--- config.mk ---
export PLATFORM = sky130hd
export DESIGN_NAME = fetch_sequencer
export DESIGN_NICKNAME = d
export VERILOG_FILES = /design/src/rtl/fetch_sequencer.sv
export SDC_FILE = /design/constraint.sdc
export NUM_CORES = 1
export LEC_CHECK = 0
export CORE_ASPECT_RATIO = 2
export CORE_MARGIN = 2
export CORE_UTILIZATION = 57
export DETAILED_ROUTE_END_ITERATION = 16
export PLACE_DENSITY = 0.8
export SETUP_SLACK_MARGIN = 0.3
export SLEW_MARGIN = 10
export SYNTH_ARGS = -nofsm -noshare
export SYNTH_HDL_FRONTEND = slang
export SYNTH_SLANG_ARGS = --single-unit
--- constraint.sdc ---
create_clock -name clk -period 3.45 [get_ports clk]
set_input_delay 0.5175 -clock clk [delete_from_list [all_inputs] [get_ports clk]]
set_output_delay 0.5175 -clock clk [all_outputs]
set_load 0.005 [all_outputs]
--- src/rtl/fetch_sequencer.sv ---
// Instruction fetch controller: owns the PC, reads the word-addressed ROM and
// buffers {pc, word} pairs in an in-order queue drained over valid/ready.
module fetch_sequencer #(
    parameter int unsigned     QUEUE_DEPTH  = 4,
    parameter int unsigned     ROM_AW       = 8,
    parameter int unsigned     PC_W         = 32,
    parameter logic [PC_W-1:0] RESET_PC     = '0,
    parameter bit              STOP_ON_ZERO = 1'b1
) (
    input  logic                             clk,
    input  logic                             rst_n,
    input  logic                             start,
    output logic [ROM_AW-1:0]                rom_addr,
    input  logic [31:0]                      rom_data,
    input  logic                             redirect_valid,
    input  logic [PC_W-1:0]                  redirect_pc,
    output logic                             inst_valid,
    input  logic                             inst_ready,
    output logic [31:0]                      inst_data,
    output logic [PC_W-1:0]                  inst_pc,
    output logic                             fetch_done,
    output logic [$clog2(QUEUE_DEPTH):0]     queue_count
);

    localparam int unsigned PTR_W = $clog2(QUEUE_DEPTH);
    localparam int unsigned CNT_W = PTR_W + 1;

    typedef enum logic [1:0] {
        S_IDLE,
        S_FETCH,
        S_DONE
    } state_t;

    state_t            state_q, state_d;
    logic [PC_W-1:0]   pc_q, pc_d;
    logic [PTR_W-1:0]  head_q, head_d;
    logic [PTR_W-1:0]  tail_q, tail_d;
    logic [CNT_W-1:0]  count_q, count_d;
    logic              done_q, done_d;
    logic [31:0]       data_q [QUEUE_DEPTH];
    logic [PC_W-1:0]   tag_q  [QUEUE_DEPTH];

    logic              enq;
    logic              deq;
    logic              space;
    logic [PC_W-1:0]   redirect_pc_aligned;
    logic              unused_redirect_lsbs;

    assign redirect_pc_aligned  = {redirect_pc[PC_W-1:2], 2'b00};
    assign unused_redirect_lsbs = ^redirect_pc[1:0];

    assign inst_valid  = (count_q != '0);
    assign inst_data   = data_q[head_q];
    assign inst_pc     = tag_q[head_q];
    assign fetch_done  = done_q;
    assign queue_count = count_q;
    assign rom_addr    = pc_q[ROM_AW+1:2];

    // A redirect voids the consumer's handshake, so deq is never seen together with a flush.
    assign deq   = inst_valid & inst_ready & ~redirect_valid;
    assign space = (count_q < CNT_W'(QUEUE_DEPTH)) | deq;

    always_comb begin
        state_d = state_q;
        pc_d    = pc_q;
        enq     = 1'b0;
        case (state_q)
            S_IDLE: begin
                if (redirect_valid) begin
                    pc_d = redirect_pc_aligned;
                end
                if (start) begin
                    state_d = S_FETCH;
                end
            end
            S_FETCH: begin
                if (redirect_valid) begin
                    pc_d = redirect_pc_aligned;
                end else if (STOP_ON_ZERO && (rom_data == 32'h0)) begin
                    state_d = S_DONE;
                end else if (space) begin
                    enq  = 1'b1;
                    pc_d = pc_q + PC_W'(4);
                end
            end
            S_DONE: begin
                if (redirect_valid) begin
                    pc_d    = redirect_pc_aligned;
                    state_d = S_FETCH;
                end
            end
            default: begin
                state_d = S_IDLE;
            end
        endcase
    end

    always_comb begin
        head_d  = head_q;
        tail_d  = tail_q;
        count_d = count_q;
        if (redirect_valid) begin
            head_d  = '0;
            tail_d  = '0;
            count_d = '0;
        end else begin
            if (enq) begin
                tail_d = tail_q + PTR_W'(1);
            end
            if (deq) begin
                head_d = head_q + PTR_W'(1);
            end
            case ({enq, deq})
                2'b10:   count_d = count_q + CNT_W'(1);
                2'b01:   count_d = count_q - CNT_W'(1);
                default: count_d = count_q;
            endcase
        end
        done_d = (state_d == S_DONE) && (count_d == '0);
    end

    always_ff @(posedge clk or negedge rst_n) begin
        if (!rst_n) begin
            state_q <= S_IDLE;
            pc_q    <= RESET_PC;
            head_q  <= '0;
            tail_q  <= '0;
            count_q <= '0;
            done_q  <= 1'b0;
        end else begin
            state_q <= state_d;
            pc_q    <= pc_d;
            head_q  <= head_d;
            tail_q  <= tail_d;
            count_q <= count_d;
            done_q  <= done_d;
        end
    end

    always_ff @(posedge clk or negedge rst_n) begin
        if (!rst_n) begin
            for (int unsigned i = 0; i < QUEUE_DEPTH; i++) begin
                data_q[i] <= '0;
                tag_q[i]  <= '0;
            end
        end else if (enq) begin
            data_q[tail_q] <= rom_data;
            tag_q[tail_q]  <= pc_q;
        end
    end

endmodule
==> run metrics <==
largest area contributor in the netlist=dfrtp_1; Post-synth EDFFs=0; failing checks=negative hold slack; Port Buf Inserts=141; pre-CTS setup slack=-0.0224 ns; CP Class=flop to primary output; Worst Max-Slew Pin Slew=1.05 ns; initial antenna violation count=0; HPWL after detailed placement=21800 um; design area=17300 um^2; CTS buffer count=26; Synth Area in Adders=less than 1%; CTS tree=yes; Yosys cell types=57; num rows=83; I/O Pins=146; Residual DRC=0; Util after Layout=~68%; largest cells by area after synthesis=dfrtp_1, mux2_4, mux4_2, buf_12, a2bb2oi_1; Yosys reg bits=between 200 and 300; Nets=approximately 1100; drt total wl=around 33000 um; deepest clock path buffer count=3; post-synth top area share=about 49%; Final Max Tran Viols=0; full die area=between 20000 and 30000 um^2; VDD IR max=~0.00069 V; core area=approximately 26000 um^2; DR pass1 iterations=5; main combinational cell family by area after synthesis=multiplexers; setup TNS=0 ns; antenna diode count=0; CP Max Fanout=28; Starting DRT DRC Count=459; yosys warns=0; Placer Congestion=about 0.82; worst relative slew slack=a little under a third; simple-gate portion of the synthesized area=4.45%; Wirelength per Cell=roughly 23 um; Worst setup EP type=primary output; Worst Setup Start Kind=flop; ys flop type=dfrtp_1; Post-Syn Area=14800 um^2; Syn-to-layout area delta=17.0%; die height=approximately 230 um; Post-Synth XOR/XNOR Area=less than 1%; Vias/cell=6.01; sequential share of the synthesized area=48.8%; Post-Syn Instances=925; fraction of synthesized area in multiplexers=34.7%; CTS clk-pin slew, worst paths=approximately 0.07 ns; min cycle time layout=roughly 3 ns; most frequent cells in the layout=dfrtp_1, mux2_4, clkdlybuf4s50_1, mux4_2, buf_4; static leakage=7.85 nW; crit path DAT=approximately 2.5 ns; fmax=334 MHz; Initial Utilization=57.8%; Max Clock Skew=a little under 0.01 ns; final worst path period share=about 87%; Hold Slack=-0.00367 ns; H-tree Lvls=1; largest net degree at the start of global routing=approximately 100; Pwr Density=864 nW/um^2; clock sink count=roughly 290; All-Layer GR Usage=between 20 and 25%; outcome=complete, but fails checks; FFs w/ async S/R, synth=100%; vias in the first global route=approximately 9400; Hold WC Path Type=input port to asynchronous set/reset pin; Detail Route Antenna Nets=0; max_cap viols=0; total number of vias=about 8600; Die X=about 120 um; RSZ-0062 raised after global routing=false; syn avg cell area=about 16 um^2; commonest non-fill, non-tap cell in the layout=dfrtp_1; share of cells above drive strength 1=about 40%; total power=around 15 mW; Final Worst Setup Slack=between 0.4 and 0.5 ns; final global-route overflow total=0; Non-Filler Instances=between 1000 and 1500; post-synthesis compound-gate area fraction=5.37%; worst skew pair latency=0.54 ns; CP Data Required Time=between 2 and 3 ns; first-pass GRT wire length=around 54000 um; Setup-failing EPs final=0; launch point of the worst path=head_q[0]$_DFFE_PN0P_; Placed Cells=1369; CTS Root Cell=clkbuf_16; Hold Vio Cnt, Final=2; placed cell area=16400 um^2; r2r startpoint=pc_q[2]$_DFFE_PN0P_
[cell families (layout without fill, tap and decap cells)]
kind of cell | count (synthesis) | in the layout
flip-flops | 288 | 288
other | 1 | 2
adder cells (fa/ha/maj) | 7 | 7
AO/OA/AOI/OAI | 102 | 102
AND/OR/NAND/NOR | 113 | 113
XOR/XNOR | 4 | 4
multiplexers | 314 | 314
buffers and inverters | 96 | 254
[sequential cells by signal, indices dropped and copies added (netlist names)]
| name | count |
|---|---|
| head_q | 2 |
| data_q | 128 |
| fetch_done | 1 |
| queue_count | 3 |
| tag_q | 120 |
| pc_q | 30 |
| state_q | 2 |
| tail_q | 2 |
[report_power, final]
part           internal [mW]  switching [mW]  total (mW)
combinational           4.27            1.84        6.11
clock                   1.54            1.32        2.86
sequential              4.93            1.03        5.96
[cell type report]
| class | instances | area (um^2) |
|---|---|---|
| repair buffers | 198 | 2060 |
| clock inverters | 15 | 118 |
| fillers | 1808 | 8270 |
| multi-input cells | 542 | 6730 |
| inverters | 8 | 30.0 |
| well taps | 340 | 425 |
| flip-flops and latches | 288 | 7210 |
| clock buffers | 33 | 708 |
[cells in the mapped netlist, drive strengths merged, types with 3 or more instances]
library cell	n
nand3	22
nor2	19
o22ai	9
xor2	3
mux2	249
a2bb2oi	19
ha	6
a221o	5
nand2	26
clkbuf	22
nand4	14
a211oi	8
and3	6
a22o	3
a21oi	7
o31ai	4
inv	7
a221oi	17
dfrtp	288
and4	3
mux2i	3
nor4	11
o21ai	14
mux4	62
o22a	4
nor3	4
buf	66
[what timing repair did]
action                                  CTS  global route
hold buffers                              0             0
buffers inserted                          0             7
endpoints found under the setup margin    0             8
endpoints found under the hold margin     0             0
resized for setup                         0             0
[routing by layer]
metal	vias up	track usage (%)	share of wire, %
met4	0	7.72	2.7
met5	-	0	0
li1	3747	-	-
met3	52	2.98	3.9
met1	4534	30.9	39
met2	220	45.0	55
[worst max-delay path: stages (launching register included)]
cell and delay (ns):
dfrtp_4 0.56, buf_12 0.30, mux4_2 0.59, clkdlybuf4s50_1 0.48
[final timing paths]
kind	end	slack, ns	depth (start not counted)
min in group clk	data_q[64]$_DFFE_PN0P_	0.50	1
max	inst_pc[2]	0.46	3
min	tag_q[90]$_DFFE_PN0P_	-0.004	1
max in group asynchronous	head_q[0]$_DFFE_PN0P_	2.49	2
min reg2reg	data_q[64]$_DFFE_PN0P_	0.50	1
max reg2reg	pc_q[30]$_DFFE_PN0P_	0.84	6
(Power assumes the default switching activity.)
